File: src/rtl/alu_operand_seq_pkg.sv
// rtl/alu_operand_seq_pkg.sv - shared FSM state and ALU opcode encodings
package alu_operand_seq_pkg;

  localparam int DATA_W = 4;
  localparam int OP_W   = 3;

  typedef enum logic [2:0] {
    S_A    = 3'd0,
    S_B    = 3'd1,
    S_OP   = 3'd2,
    S_EXEC = 3'd3,
    S_SHOW = 3'd4
  } seq_state_t;

  typedef enum logic [OP_W-1:0] {
    OP_ADD = 3'b000,
    OP_SUB = 3'b001,
    OP_AND = 3'b010,
    OP_OR  = 3'b011,
    OP_XOR = 3'b100,
    OP_NOT = 3'b101,
    OP_LT  = 3'b110,
    OP_EQ  = 3'b111
  } alu_op_t;

endpackage

File: src/rtl/alu_operand_seq_btn_debounce.sv
// rtl/alu_operand_seq_btn_debounce.sv - 2-flop sync, stability counter and one-cycle press pulse
module btn_debounce #(
  parameter int DEBOUNCE_CYCLES = 16
) (
  input  logic clk,
  input  logic rst,
  input  logic raw,
  output logic press
);

  localparam int CW = $clog2(DEBOUNCE_CYCLES);

  logic          s1;
  logic          s2;
  logic          level;
  logic          level_d;
  logic [CW-1:0] cnt;

  always_ff @(posedge clk) begin
    if (rst) begin
      s1      <= 1'b0;
      s2      <= 1'b0;
      level   <= 1'b0;
      level_d <= 1'b0;
      cnt     <= '0;
    end else begin
      s1      <= raw;
      s2      <= s1;
      level_d <= level;
      // Any return to the accepted level restarts the stability window.
      if (s2 == level) begin
        cnt <= '0;
      end else if (cnt == CW'(DEBOUNCE_CYCLES - 1)) begin
        level <= s2;
        cnt   <= '0;
      end else begin
        cnt <= cnt + CW'(1);
      end
    end
  end

  assign press = level & ~level_d;

endmodule

File: src/rtl/alu_operand_seq.sv
// rtl/alu_operand_seq.sv - switch/button operand entry sequencer feeding a combinational ALU
module alu_operand_seq
  import alu_operand_seq_pkg::*;
#(
  parameter int DEBOUNCE_CYCLES = 16
) (
  input  logic              clk,
  input  logic              rst,
  input  logic [DATA_W-1:0] sw,
  input  logic              btn_next,
  input  logic              btn_clr,
  output logic [DATA_W-1:0] a,
  output logic [DATA_W-1:0] b,
  output logic [OP_W-1:0]   ctrl,
  output logic              valid,
  input  logic [DATA_W-1:0] res_in,
  input  logic              car_in,
  input  logic              of_in,
  output logic [DATA_W-1:0] res_q,
  output logic              car_q,
  output logic              of_q,
  output logic [2:0]        state
);

  seq_state_t cur;
  seq_state_t nxt;
  logic       press;
  logic       clr_s1;
  logic       clr_s2;
  logic       ld_a;
  logic       ld_b;
  logic       ld_op;
  logic       ld_res;

  btn_debounce #(
    .DEBOUNCE_CYCLES(DEBOUNCE_CYCLES)
  ) u_next (
    .clk  (clk),
    .rst  (rst),
    .raw  (btn_next),
    .press(press)
  );

  // Clear is level-sensitive and idempotent, so it only needs synchronizing.
  always_ff @(posedge clk) begin
    if (rst) begin
      clr_s1 <= 1'b0;
      clr_s2 <= 1'b0;
    end else begin
      clr_s1 <= btn_clr;
      clr_s2 <= clr_s1;
    end
  end

  always_comb begin
    nxt    = cur;
    ld_a   = 1'b0;
    ld_b   = 1'b0;
    ld_op  = 1'b0;
    ld_res = 1'b0;
    unique case (cur)
      S_A:    if (press) begin ld_a  = 1'b1; nxt = S_B;    end
      S_B:    if (press) begin ld_b  = 1'b1; nxt = S_OP;   end
      S_OP:   if (press) begin ld_op = 1'b1; nxt = S_EXEC; end
      S_EXEC: begin ld_res = 1'b1; nxt = S_SHOW; end
      S_SHOW: if (press) nxt = S_A;
      default: nxt = S_A;
    endcase
  end

  always_ff @(posedge clk) begin
    if (rst || clr_s2) begin
      cur   <= S_A;
      a     <= '0;
      b     <= '0;
      ctrl  <= '0;
      res_q <= '0;
      car_q <= 1'b0;
      of_q  <= 1'b0;
    end else begin
      cur <= nxt;
      if (ld_a)  a    <= sw;
      if (ld_b)  b    <= sw;
      if (ld_op) ctrl <= sw[OP_W-1:0];
      if (ld_res) begin
        res_q <= res_in;
        car_q <= car_in;
        of_q  <= of_in;
      end
    end
  end

  assign valid = (cur == S_EXEC);
  assign state = cur;

endmodule

File: config.mk
export PLATFORM = sky130hd
export DESIGN_NAME = alu_operand_seq
export DESIGN_NICKNAME = d
export VERILOG_FILES = /design/src/rtl/alu_operand_seq_pkg.sv /design/src/rtl/alu_operand_seq_btn_debounce.sv /design/src/rtl/alu_operand_seq.sv
export SDC_FILE = /design/constraint.sdc
export NUM_CORES = 1
export LEC_CHECK = 0
export CAP_MARGIN = 20
export CORE_MARGIN = 3
export CORE_UTILIZATION = 27
export CTS_BUF_LIST = sky130_fd_sc_hd__clkbuf_4
export DETAILED_ROUTE_END_ITERATION = 6
export PLACE_DENSITY = 0.56
export SETUP_SLACK_MARGIN = 0.05
export SYNTH_ARGS = -nofsm -noshare
export SYNTH_HDL_FRONTEND = slang
export SYNTH_SLANG_ARGS = --single-unit
File: constraint.sdc
create_clock -name clk -period 1.5 [get_ports clk]
set_input_delay 0.225 -clock clk [delete_from_list [all_inputs] [get_ports clk]]
set_output_delay 0.225 -clock clk [all_outputs]
set_load 0.01 [all_outputs]
---- Yosys cells after proc, flatten, opt, wreduce, memory -nomap -nowiden ----
Index checks and enable logic that the tools add are counted.
word-level totals
  register bits ........................... 30
  bits of input ports ..................... 14
  output and inout port bits .............. 21
operators by class
  add/sub/neg operators ................... 1
  equal/unequal tests ..................... 10
  mux-type cells .......................... 10
  bitwise gates (word level) .............. 3
  reduce and logical (&&, ||, !) cells .... 5
operators by type and width
  cell                 count
  $pmux 3 s5           1
  $mux 3               4
  $ne 2x2->1 const B   4
  $eq 3x2->1 const B   2
  $mux 1               5
  $add 4x1->4 const B  1
  $eq 4x4->1 const B   1
  $reduce_and 4->1     1
  $eq 3x1->1 const B   1
  $eq 3x3->1 const B   1
  $logic_not 3->1      1
  $reduce_or 3->1      1
  $not 1->1            2
  $reduce_and 2->1     1
  $and 1x1->1          1
  $eq 1x1->1           1
  $logic_or 1x1->1     1

---- Logic depth before layout (Yosys ltp) ----
  depth after elaboration ................. 4
  mapped depth ............................ 5
  depth with buffers taken out ............ 4

---- Modules after synthesis ----
Synthesis repeated with hierarchy kept, for this count alone.
unflattened totals
  cell total of the unflattened synthesis .. 116
  area, all modules ....................... 1,347.5 sq um
by module, submodules not included
  module           times used  cells each  area each (sq um)
  alu_operand_seq  1           90          1,063.5
  btn_debounce     1           26          284.0

---- Worst setup path after synthesis ----
Ideal clock, no wire load.
  kind .................................... reg-to-reg
  start ................................... register cur[1], in the netlist state[1]
  end ..................................... register ctrl[0]
  library setup time ...................... 0.119 ns
  data arrival time ....................... 1.307 ns
  required time ........................... 1.381 ns
  path slack .............................. 0.074 ns
  cell stages (with the launch flop) ...... 5
  path buffers ............................ 2
  period minus slack after synthesis ...... 1.426 ns
  cells stage by stage .................... dfxtp_1 > clkbuf_1 > or4b_1 > buf_2 > mux2i_1
on the way
  cells in the longest elaborated chain, start to end .. 2
ends and longest elaborated chain
  item                    RTL line               text
  start, declared         alu_operand_seq.sv:25  seq_state_t cur;
  start signal, assigned  alu_operand_seq.sv:81  cur <= nxt;
  $eq 3x2->1              alu_operand_seq.sv:61  unique case (cur)
  $mux 1                  alu_operand_seq.sv:61
  end signal, assigned    alu_operand_seq.sv:84  if (ld_op) ctrl <= sw[OP_W-1:0];
  end, declared           alu_operand_seq.sv:14  output logic [OP_W-1:0] ctrl,
No other way between the ends.
A chain may end at the register's enable or synchronous reset.

---- Worst setup path after layout ----
  start ................................... register u_next.cnt[0]
  end ..................................... register u_next.cnt[2]
on the way
  cells in the longest elaborated chain, start to end .. 2
  elaborated cells on any way between the ends .. 3
  those cells by class .................... add/sub: 1; eq/ne: 1; reduce/logical: 1
ends and longest elaborated chain
  item                                                 RTL line                            text
  start, declared                                      alu_operand_seq_btn_debounce.sv:17  logic [CW-1:0] cnt;
  start signal, assigned                               alu_operand_seq_btn_debounce.sv:37  cnt <= cnt + CW'(1);
  branches (longest 2 deep; another with $add 4x1->4)  n/a
Several ways; the timed one is not identified.

==> flow_summary_export.csv <==
group,metric,value,unit
hold_path,worstHoldPathType,"in2reg",
synthesis,synth_most_common_cell,"dfxtp_1",
synthesis,synth_fp_nets,128,
critical_path,critPathArrivalTime,1610,ps
synthesis,post_synth_num_cell_types,24,
floorplan,die_h,70.44,µm
sta,timing.final.hold_violations,0,
cells_and_area,area_delta_synth_final,43.64,%
global_route,grt_pass1_wl,4.050,mm
critical_path,path_max_fanout,4,
synthesis,ys_seq_elements,30,
clock_network,cts_inserted_buffers,5,
place,hpwl,1.816,mm
critical_path,crit_path_cell_trace,"ha_1 > and3_1 > or3_1 > nor2_1",
place,gp_congestion,0.6852,
cells_and_area,stdcell_count,207,
detailed_routing,vias,897,
detailed_routing,drc_errors,0,
synthesis,synth-main-ff-cell,"dfxtp_1",
floorplan,start_util,0.2930,
sta,period_share,0.8969,
floorplan,dieWidth,70.44,µm
synthesis,syn_area_per_cell,9.921,µm²
detailed_routing,antenna_left,0,
sta,relSlewSlack,0.7489,
detailed_routing,drtIter0Drc,19,
sta,setup_viol,0,
global_route,track_usage,0.1040,
synthesis,syn_area,1121,µm²
power_and_ir_drop,vdd_drop_max,0.5199,mV
sta,min_period,1345,ps
flow_run,cap_violations,0,
synthesis,ys_seq_area_frac,0.5357,
power_and_ir_drop,leakage,0.8453,nW
cells_and_area,post-route-util,0.4209,
sta,skew,8.857,ps
floorplan,die_area,4961,µm²
critical_path,crit_slowest_cell,"or3_1",
synthesis,yosys_warnings,0,
sta,clock.fmax,743.3,MHz
cells_and_area,finish.instance_area,1610,µm²
critical_path,startpoint_type,"register",
sta,setup_tns,0,ps
cells_and_area,antenna_cells,0,
sta,report.final.slew_viol_count,0,
place,place_area,1568,µm²
synthesis,synth-async-reset-ratio,0,
floorplan,fp-row-count,22,
clock_network,cts_tree,"built",
synthesis,synth_edf_count,0,
detailed_routing,drtPass1Iterations,4,
sta,worstMarginPinSlew,373.8,ps
clock_network,clk_latency,330,ps
synthesis,syn_inst,113,
clock_network,cts-root-buf,"clkbuf_4",
clock_network,cts.sinks,30,
global_route,antenna_found_initial,0,
detailed_routing,via_per_inst,4.333,
place,numPortBuffers,34,
global_route,grt_overflow_total,0,
global_route,grt_pass1_vias,886,
synthesis,synth_area_leaders,"dfxtp_1 54%, mux2i_1 17%, nand2_1 5.0%",
detailed_routing,avgRoutedWirePerCell,11.43,µm
critical_path,end_kind,"register",
global_route,grt_start_max_net_pins,16,
synthesis,synth_top_cell_by_area,"dfxtp_1",
clock_network,cts_buffer_depth,2,
critical_path,critPathKind,"reg2reg",
clock_network,htreeDepth,2,
sta,rsz0062_at_grt,"false",
critical_path,max_stage_delay,410,ps
run_status,status,"finished clean",
cells_and_area,layout-drive-gt1-share,0.1258,
cells_and_area,layout.nets,173,
floorplan,num_io_pins,35,
floorplan,core_region_area,3826,µm²
synthesis,synth_common_cells,"30 x dfxtp_1, 19 x mux2i_1, 15 x nand2_1",
critical_path,cp.required,1770,ps
place,place_inst,199,
clock_network,clkTransAtPathRegs,90,ps
synthesis,synth.top_cell.area_share,0.5357,
detailed_routing,drt_wl_total,2.365,mm
cells_and_area,fillers,386,
power_and_ir_drop,power_density,828.7,nW/µm²
cells in the final DEF (no fill, tap or decap), types with 2 or more instances in the layout:
cell	n
dfxtp_1	30
mux2i_1	19
dlygate4sd2_1	16
nand2_1	15
nor2_1	13
clkdlybuf4s50_1	13
buf_4	9
nor2b_1	6
clkbuf_4	6
dlymetal6s2s_1	4
inv_1	3
nor3_1	3
xnor2_1	2
or3_1	2
a21oi_1	2
nand3_1	2
cell type report:
type	count	area, µm²	share of cell area
Clock buffer	6	45.04	0.02797
Timing Repair Buffer	43	392.9	0.2440
Clock inverter	2	8.758	0.005439
Sequential cell	30	600.6	0.3730
Multi-Input combinational cell	75	491.7	0.3054
Inverter	3	11.26	0.006993
Tap cell	48	60.06	0.03730
report_power, final:
part,switching [mW],internal (mW)
Sequential,0.00229,0.802
Combinational,0.0252,0.0411
Clock,0.271,0.194
final timing paths:
kind	cells after the start	from	to	slack (ps)
worst min register to register	1	u_next.s1$_SDFF_PP0_	u_next.s2$_SDFF_PP0_	440
worst max register to register	4	u_next.cnt[0]$_SDFF_PP0_	u_next.cnt[2]$_SDFF_PP0_	150
worst min-delay path	2	btn_clr	clr_s1$_SDFF_PP0_	440
worst max-delay path	4	u_next.cnt[0]$_SDFF_PP0_	u_next.cnt[2]$_SDFF_PP0_	150
cells by family after synthesis:
logic type	synth area share
compound gates	0.008929
xor+xnor	0.02344
fa+ha+maj	0.01116
buf+inv	0.02902
flops	0.5357
mux	0.1696
simple gates	0.2221
timing repair:
action	4_1_cts	5_1_grt
endpoints found under the hold margin	0	0
endpoints found under the setup margin	17	8
buffers inserted	0	0
resized for setup	17	7
hold buffers	0	0
flip-flops by register name, indices dropped and copies added, names as in the netlist, 3 cells and up:
| signal | flops |
|---|---|
| res_q | 4 |
| u_next.cnt | 4 |
| a | 4 |
| ctrl | 3 |
| b | 4 |
| state | 3 |
through the flow:
step,power [mW],hold WS (ps),setup slack (ps)
2_1_floorplan,0.8446,296.6,74.01
3_3_place_gp,0.8878,423.5,114.4
3_5_place_dp,0.8895,430.5,57.23
4_1_cts,1.364,421.6,50.66
5_1_grt,1.411,445.1,65.47
6_report,1.334,444.9,154.7
critical path: cells and delay by family, from the launching register on:
kind          cells  cell delay (ps)
fa+ha+maj         1              220
flops             1              330
simple gates      3              740
per-layer routing:
metal  wire (µm)  track usage  up-vias
met5           0            0        -
met4          34      0.03830        0
met3         190      0.06043        6
met2        1103       0.1601       29
met1        1037       0.1185      396
li1            -            -      466
(Power assumes the default switching activity.)
